## src/rtl/segment_pkg.sv

```systemverilog
// Shared constants and state encoding for the segment-state arbiter.
package segment_pkg;

  localparam int SEGMENT_COUNT = 1024;
  localparam int ID_WIDTH      = $clog2(SEGMENT_COUNT);

  // CLEAR sweeps the RAM to zero; IDLE serves scanner lookups and CPU writes.
  typedef enum logic [0:0] {
    CLEAR = 1'b0,
    IDLE  = 1'b1
  } seg_state_e;

endpackage

```

## src/rtl/segment_state_ram.sv

```systemverilog
// 1-bit x DEPTH single-port synchronous RAM with a registered read.
// No reset on the array or read register so it maps onto block RAM.
module segment_state_ram #(
  parameter int DEPTH = 1024,
  parameter int AW    = 10
) (
  input  logic          clk,
  input  logic          we,
  input  logic          re,
  input  logic [AW-1:0] addr,
  input  logic          wdata,
  output logic          rdata
);

  logic mem [DEPTH];
  logic rdata_q;

  // Single port: write when we, registered read when re.
  always_ff @(posedge clk) begin
    if (we) mem[addr] <= wdata;
    if (re) rdata_q <= mem[addr];
  end

  assign rdata = rdata_q;

endmodule

```

## src/rtl/segment_state_arbiter.sv

```systemverilog
// Owns the segment-state RAM and shares its single port between the clear
// sweep, scanner lookups (priority) and CPU writes.
//
// CPU handshake: a write is taken on any cycle where cpu_wr_valid && cpu_wr_ready;
// cpu_wr_ready is high in IDLE whenever no scanner lookup is being issued and
// never depends on cpu_wr_valid.
module segment_state_arbiter
  import segment_pkg::*;
#(
  parameter int SEGMENT_COUNT = segment_pkg::SEGMENT_COUNT,
  parameter int ID_WIDTH      = $clog2(SEGMENT_COUNT)
) (
  input  logic                clk,
  input  logic                reset,
  input  logic                video_req,
  input  logic [ID_WIDTH-1:0] video_id,
  output logic                video_valid,
  output logic                video_enabled,
  input  logic                cpu_wr_valid,
  output logic                cpu_wr_ready,
  input  logic [ID_WIDTH-1:0] cpu_wr_id,
  input  logic                cpu_wr_value,
  input  logic                clear_req,
  output logic                busy
);

  // Counter is one bit wider than an ID so the terminal compare never wraps.
  localparam logic [ID_WIDTH:0] SEG_LAST = (ID_WIDTH+1)'(SEGMENT_COUNT - 1);

  seg_state_e          state_q, state_d;
  logic [ID_WIDTH:0]   cnt_q, cnt_d;
  logic                vvalid_q, vvalid_d;
  logic                vhit_q, vhit_d;

  logic                ram_we, ram_re, ram_wdata, ram_rdata;
  logic [ID_WIDTH-1:0] ram_addr;
  logic                video_in_range, cpu_in_range;

  // IDs at or above SEGMENT_COUNT have no storage: reads give 0, writes drop.
  assign video_in_range = 32'(video_id)  < SEGMENT_COUNT;
  assign cpu_in_range   = 32'(cpu_wr_id) < SEGMENT_COUNT;

  // Next state, sweep counter and the RAM port mux.
  always_comb begin
    state_d      = state_q;
    cnt_d        = cnt_q;
    vvalid_d     = video_req;
    vhit_d       = 1'b0;
    ram_we       = 1'b0;
    ram_re       = 1'b0;
    ram_wdata    = 1'b0;
    ram_addr     = '0;
    cpu_wr_ready = 1'b0;
    busy         = 1'b0;
    case (state_q)
      CLEAR: begin
        busy     = 1'b1;
        ram_we   = 1'b1;
        ram_addr = cnt_q[ID_WIDTH-1:0];
        cnt_d    = cnt_q + 1'b1;
        if (cnt_q == SEG_LAST) state_d = IDLE;
        if (clear_req) begin
          cnt_d   = '0;
          state_d = CLEAR;
        end
      end
      IDLE: begin
        if (video_req) begin
          ram_re   = video_in_range;
          ram_addr = video_id;
          vhit_d   = video_in_range;
        end else begin
          cpu_wr_ready = 1'b1;
          if (cpu_wr_valid && cpu_in_range) begin
            ram_we    = 1'b1;
            ram_addr  = cpu_wr_id;
            ram_wdata = cpu_wr_value;
          end
        end
        if (clear_req) begin
          state_d = CLEAR;
          cnt_d   = '0;
        end
      end
      default: state_d = CLEAR;
    endcase
  end

  // State, sweep counter and lookup pipeline registers.
  always_ff @(posedge clk) begin
    if (reset) begin
      state_q  <= CLEAR;
      cnt_q    <= '0;
      vvalid_q <= 1'b0;
      vhit_q   <= 1'b0;
    end else begin
      state_q  <= state_d;
      cnt_q    <= cnt_d;
      vvalid_q <= vvalid_d;
      vhit_q   <= vhit_d;
    end
  end

  assign video_valid   = vvalid_q;
  assign video_enabled = vvalid_q & vhit_q & ram_rdata;

  segment_state_ram #(
    .DEPTH(SEGMENT_COUNT),
    .AW   (ID_WIDTH)
  ) u_ram (
    .clk  (clk),
    .we   (ram_we),
    .re   (ram_re),
    .addr (ram_addr),
    .wdata(ram_wdata),
    .rdata(ram_rdata)
  );

endmodule

```

## config.mk

```make
export PLATFORM = sky130hd
export DESIGN_NAME = segment_state_arbiter
export DESIGN_NICKNAME = d
export VERILOG_FILES = /design/src/rtl/segment_pkg.sv /design/src/rtl/segment_state_ram.sv /design/src/rtl/segment_state_arbiter.sv
export SDC_FILE = /design/constraint.sdc
export NUM_CORES = 1
export LEC_CHECK = 0
export ABC_AREA = 1
export CAP_MARGIN = 20
export CORE_MARGIN = 2
export CORE_UTILIZATION = 45
export CTS_CLUSTER_DIAMETER = 80
export DETAILED_ROUTE_END_ITERATION = 8
export PLACE_DENSITY_LB_ADDON = 0.12
export SYNTH_ARGS = -nofsm -noshare
export SYNTH_HDL_FRONTEND = slang
export SYNTH_SLANG_ARGS = --single-unit
```

## constraint.sdc

```tcl
create_clock -name clk -period 19 [get_ports clk]
set_input_delay 1.9 -clock clk [delete_from_list [all_inputs] [get_ports clk]]
set_output_delay 1.9 -clock clk [all_outputs]
set_load 0.02 [all_outputs]
```

==> results of run 1 <==
cell families (layout without fill, tap and decap cells):
kind of cell | count (synthesis) | count (layout) | synth area share (%)
and+or+nand+nor | 3999 | 3999 | 31.7
DFF | 1039 | 1039 | 64.2
buffers and inverters | 440 | 362 | 3.59
AOI/OAI and AO/OA | 43 | 43 | 0.484
adders and majority gates | 1 | 1 | 0.0259
other | 0 | 3 | 0
synth_stat cells, drive strengths merged:
master  instances  area [µm²]
a21oi          20         111
and3            2        12.5
buf           103         473
clkbuf        309        1160
dfxtp          14         280
edfxtp       1025       30800
ha              1        12.5
inv            28         105
nand2        2669       10000
nand3         198         991
nand4           2        12.5
nor2         1120        4220
nor3            7        66.3
nor4            1        6.26
o21a            2        15.0
o21ai          19        95.1
o22ai           2        12.5
where the power goes:
group / switching (W) / internal [W]
registers: 0.000000458 / 0.00248
clock network: 0.000920 / 0.00124
logic: 0.0000955 / 0.0000250
layout by cell type (no fill, tap or decap), types with 23 or more instances in the layout:
cell,synthesis,layout
clkdlybuf4s50_1,0,29
edfxtp_1,1025,1025
clkbuf_1,309,24
buf_4,0,72
clkbuf_16,0,119
nand2_1,2669,2634
inv_1,23,23
nor2_1,1112,1111
clkinv_1,0,24
nand3_1,198,198
final cells by class:
cell class / count / area, µm² / share of cell area [%]
flip-flops and latches: 1039 / 31100 / 57.7
multi-input cells: 4043 / 15800 / 29.3
clock buffers: 143 / 3070 / 5.70
inverters: 28 / 120 / 0.223
clock inverters: 61 / 498 / 0.925
diodes: 3 / 7.51 / 0.0139
repair buffers: 130 / 1520 / 2.83
well taps: 1403 / 1760 / 3.26
sequential cells by signal (all words and copies together), names as in the netlist:
| register | flops |
|---|---|
| cnt_q | 11 |
| state_q | 1 |
| u_ram.mem | 1024 |
| u_ram.rdata | 1 |
| vhit_q | 1 |
| video_valid | 1 |
metal layers:
layer	vias up	share of wire (%)	GRT usage, %
met5	-	0	0
met4	0	3.5	9.23
met3	285	8.4	3.63
met2	1527	46	44.4
met1	18155	42	38.7
li1	17257	-	-
path summary, 6_finish.rpt:
check	from	end	slack, ns	cells past startpoint
worst max-delay path	video_req	u_ram.rdata	11.84	22
worst min-delay path	cnt_q[10]	cnt_q[10]	0.46	1
worst max register to register	state_q	u_ram.rdata	12.68	21
worst min register to register	cnt_q[10]	cnt_q[10]	0.46	1
per-stage QoR:
step	util (%)	instances
CTS	49.8	6827
detailed placement	46.5	6623
finish	50.3	6850
global placement	46.4	6615
global route	50.3	6847
floorplan	-	5522
==> metrics.yaml, run 1 <==
outcome:
  outcome: "finished, final reports clean"
floorplan:
  io_pins: 30
  die_w_um: 332
  core_area_mm2: 0.107
  dieArea_mm2: 0.110
  initial_core_util_pct: 45.3
  die_y_um: 332
  rows: 120
timing:
  worstMarginPinSlew_ns: 1.14
  maxSlewHeadroom_pct: 24.2
  fin_ws_ns: 11.84
  hold_viol_final: 0
  grt_setup_unrepaired: "no"
  fin_setup_tns_ns: 0
  slew_viol_final: 0
  fin_crit_sh_pct: 37.7
  setup_viol_count_final: 0
  fin_skew_ns: 0.0172
  fmax_mhz: 140
  whs_ns: 0.462
  fin_crit_ns: 7.16
setup_path:
  path_delay_family: "buffers and inverters"
  path_cells: "clkdlybuf4s50_1 -> inv_1 -> nand3_1 -> nand2_4 -> nand2_4 -> inv_8 -> buf_4 -> buf_4 -> nand2_1 -> nand2_1 -> nand2_1 -> nand2_1 -> nand2_1 -> nand2_1 -> nor2_1 -> nand2_1 -> nand2_1 -> nand2_1 -> o21ai_1 -> nand2_1 -> nor2_1 -> nand2_1"
  cp_num_buf_inv: 5
  crit_slowest_cell: "buf_4"
  required_ns: 19.57
  worstSetupStartpointType: "input port"
  worst-path-max-fanout: 106
  cpMostUsedCell: "nand2_1"
  max_stage_delay_ns: 0.86
  worst-setup-path-type: "input port to register"
  crit_path_end_kind: "register"
  arrival_ns: 7.73
cts:
  clk_pin_slew_ns: 0.06
  post_cts_resized: 0
  root_buffer: "clkbuf_16"
  max-clock-path-buffers: 3
  cts_setup_buffers: 0
  clock-sinks: 1039
  htree_num_levels: 3
  cts_tree: "built"
  postCtsHoldBufs: 0
  insertion_delay_ns: 0.70
  cts_buffers: 115
placed_design:
  placed_cell_area_mm2: 0.0497
  hpwl_um: 73700
  globalplace.congestion: 0.789
  pre_cts_ws_ns: 11.15
  io_buffer_count: 29
pwr:
  vdd_drop_max_mv: 0.0620
  p_per_area_mw_per_mm2: 88.5
  p_total_w: 0.00476
  p_leak_nw: 22.7
run:
  drv_cap: 0
route:
  vias: 37224
  wl_per_cell_um: 22.4
  ant_nets: 0
  drtPass1Iterations: 6
  via_per_inst: 5.43
  route.detailed.drc: 0
  first_iter_violations: 4505
  routed_wl_um: 154000
grt:
  gr-total-overflow: 0
  grt_pass1_wl_um: 227000
  antenna_found_initial: 1
  grt_max_degree: 266
  grtUsageTotal_pct: 27.6
  grt_pass1_vias: 34903
logic_synthesis:
  synthCells: 5522
  synth_nets: 5549
  ys_seq_elements: 1039
  synth_area_mm2: 0.0484
  avgSynthCellArea_um2: 8.76
  ys_warn_count: 0
  yosysUniqueCellTypes: 24
  ys_seq_area_share_pct: 64.2
cells_and_area:
  n_fill_cell: 10200
  fin_area_mm2: 0.0538
  nNetsFinal: 5384
  synthToLayoutAreaGrowth_pct: 11.3
  drive_gt1_share_pct: 5.77
worst_hold_path:
  worstHoldPathType: "register to register"
No activity file was read; power rests on OpenSTA's default activity.
==> run 2: changes to the inputs <==
clock period = 6.9 ns   (was 19 ns; I/O delays follow)
==> run 2 against run 1 <==
Total power rose to 2.7 times the previous value. Sequential power grew to 2.8 times the previous value. Combinational power rose to 2.8 times the previous value. Wire length fell by 3.1%. Via count decreased by 1.2%. Global-route usage decreased by 0.85 points. Flip-flop and latch count is the same. Clock-buffer cell count rose by 12. Cell area decreased by 0.61%. Core utilization decreased by 0.31 points. Highest routed layer is now met5.
==> metrics.yaml, run 2 (synthesis gave the netlist of run 1 again) <==
floorplan:
  die_w_um: 332
  core_area_mm2: 0.107
  initial_core_util_pct: 45.3
  io_pins: 30
  die_y_um: 332
  dieArea_mm2: 0.110
  rows: 120
setup_path:
  required_ns: 7.44
  worstSetupStartpointType: "register"
  crit_path_start: "state_q"
  worst-path-max-fanout: 84
  ff2ff_path_depth: 19
  worst-setup-path-type: "register to register"
  r2r-end: "u_ram.rdata"
  r2r_setup_slack_ns: 1.96
  arrival_ns: 5.48
  crit_path_end_kind: "register"
  timing.rr.start: "state_q"
worst_hold_path:
  hold_path_depth: 1
  hp-start: "cnt_q[10]"
  worstHoldPathType: "register to register"
  hold_path_end: "cnt_q[10]"
grt:
  antenna_found_initial: 4
  grt_max_degree: 265
  grtUsageTotal_pct: 26.7
  grt_pass1_vias: 34279
  gr-total-overflow: 0
  grt_pass1_wl_um: 222000
cts:
  post_cts_resized: 0
  max-clock-path-buffers: 3
  postCtsHoldBufs: 0
  insertion_delay_ns: 0.72
  cts_setup_buffers: 0
  root_buffer: "clkbuf_16"
  clock-sinks: 1039
  cts_buffers: 115
  htree_num_levels: 3
  clk_pin_slew_ns: 0.06
  cts_tree: "built"
timing:
  fin_crit_ns: 4.94
  setup_viol_count_final: 0
  whs_ns: 0.448
  fin_crit_sh_pct: 71.5
  slew_viol_final: 0
  maxSlewHeadroom_pct: 10.2
  fin_setup_tns_ns: 0
  fmax_mhz: 203
  grt_setup_unrepaired: "no"
  hold_viol_final: 0
  worstMarginPinSlew_ns: 1.35
  fin_skew_ns: 0.0298
cells_and_area:
  biggestRegsByFlops: "u_ram.mem (1024), cnt_q (11)"
  largest_reg_flops: 1024
  final_common_cell: "nand2_1"
  regMostFlops: "u_ram.mem"
  multiInputGateArea_mm2: 0.0157
  antenna_cells: 0
  nNetsFinal: 5388
  seqCellArea_mm2: 0.0311
  synthToLayoutAreaGrowth_pct: 10.6
  n_fill_cell: 10262
  drive_gt1_share_pct: 5.57
  layout_common_cells: "nand2_1, nor2_1, edfxtp_1"
route:
  drtPass1Iterations: 6
  via_per_inst: 5.36
  ant_nets: 0
  maxUsedRoutingLayer: "met5"
  wl_met3_um: 10600
  route.detailed.drc: 0
  vias: 36761
  wl_met1_um: 64100
  wl_met2_um: 69500
  first_iter_violations: 4073
  routed_wl_um: 149000
  wl_per_cell_um: 21.7
pwr:
  vdd_drop_max_mv: 0.212
  p_leak_nw: 22.4
  p_per_area_mw_per_mm2: 241
placed_design:
  io_buffer_count: 29
  hpwl_um: 75600
  globalplace.congestion: 0.814
run:
  drv_cap: 0
outcome:
  outcome: "finished, final reports clean"
[run 2: cell types whose count changed in the layout (fill, tap and decap cells not counted), sizes merged]
| cell | before | now |
|---|---|---|
| inv | 30 | 31 |
| buf | 101 | 105 |
| bufinv | 8 | 2 |
| diode | 3 | 0 |
| clkinv | 46 | 51 |
| clkinvlp | 5 | 0 |
| clkbuf | 143 | 155 |
[run 2: worst max-delay path, stage by stage, from the launching register on]
cell and delay [ns]:
dfxtp_1 0.65, inv_2 0.24, nand2_4 0.69, nand2_4 0.54, inv_8 0.66, buf_12 0.44
nand2_1 0.09, nand2_1 0.07, nand2_1 0.05, nand2_1 0.13, nand2_1 0.06, nand2_1 0.10
nor2_1 0.07, nand2_1 0.07, nand2_1 0.10, nand2_1 0.26, o21ai_1 0.13, nand2_1 0.11
nor2_1 0.05, nand2_1 0.12
[run 2: how the worst max path moves through the flow]
stage,cells after the start,end
2_1_floorplan,3,u_ram.mem[0]
3_3_place_gp,21,u_ram.rdata
3_5_place_dp,21,u_ram.rdata
4_1_cts,19,u_ram.rdata
5_1_grt,19,u_ram.rdata
6_report,19,u_ram.rdata
[run 2: through the flow]
step                util [%]  instances  instance area (µm²)  worst slack [ns]  total power, W
finish                  50.0       6858                53500              1.96          0.0129
global route            50.0       6858                53500              1.65          0.0132
CTS                     49.9       6854                53400              2.00          0.0130
detailed placement      46.8       6643                50000              1.99         0.00730
global placement        46.7       6641                49900              1.94         0.00730
floorplan                  -       5522                48400             0.690         0.00717
[run 2: report_power, final]
group          leakage (nW)  internal (W)  switching, W
registers              11.3       0.00683    0.00000103
logic                  9.44     0.0000750      0.000263
clock network          1.67       0.00319       0.00252
total                  22.4        0.0101       0.00279
[run 2: per-layer routing]
| layer | vias to the layer above | track usage [%] |
|---|---|---|
| li1 | 17246 | - |
| met1 | 18005 | 37.0 |
| met2 | 1254 | 43.5 |
| met3 | 252 | 4.20 |
| met4 | 4 | 8.20 |
| met5 | - | 0 |
[run 2: final cells by class]
cell class	instances	area share, %
Clock buffer	155	5.78
Clock inverter	56	0.610
Inverter	28	0.225
Multi-Input combinational cell	4043	29.4
Sequential cell	1039	58.1
Tap cell	1403	3.28
Timing Repair Buffer	134	2.61
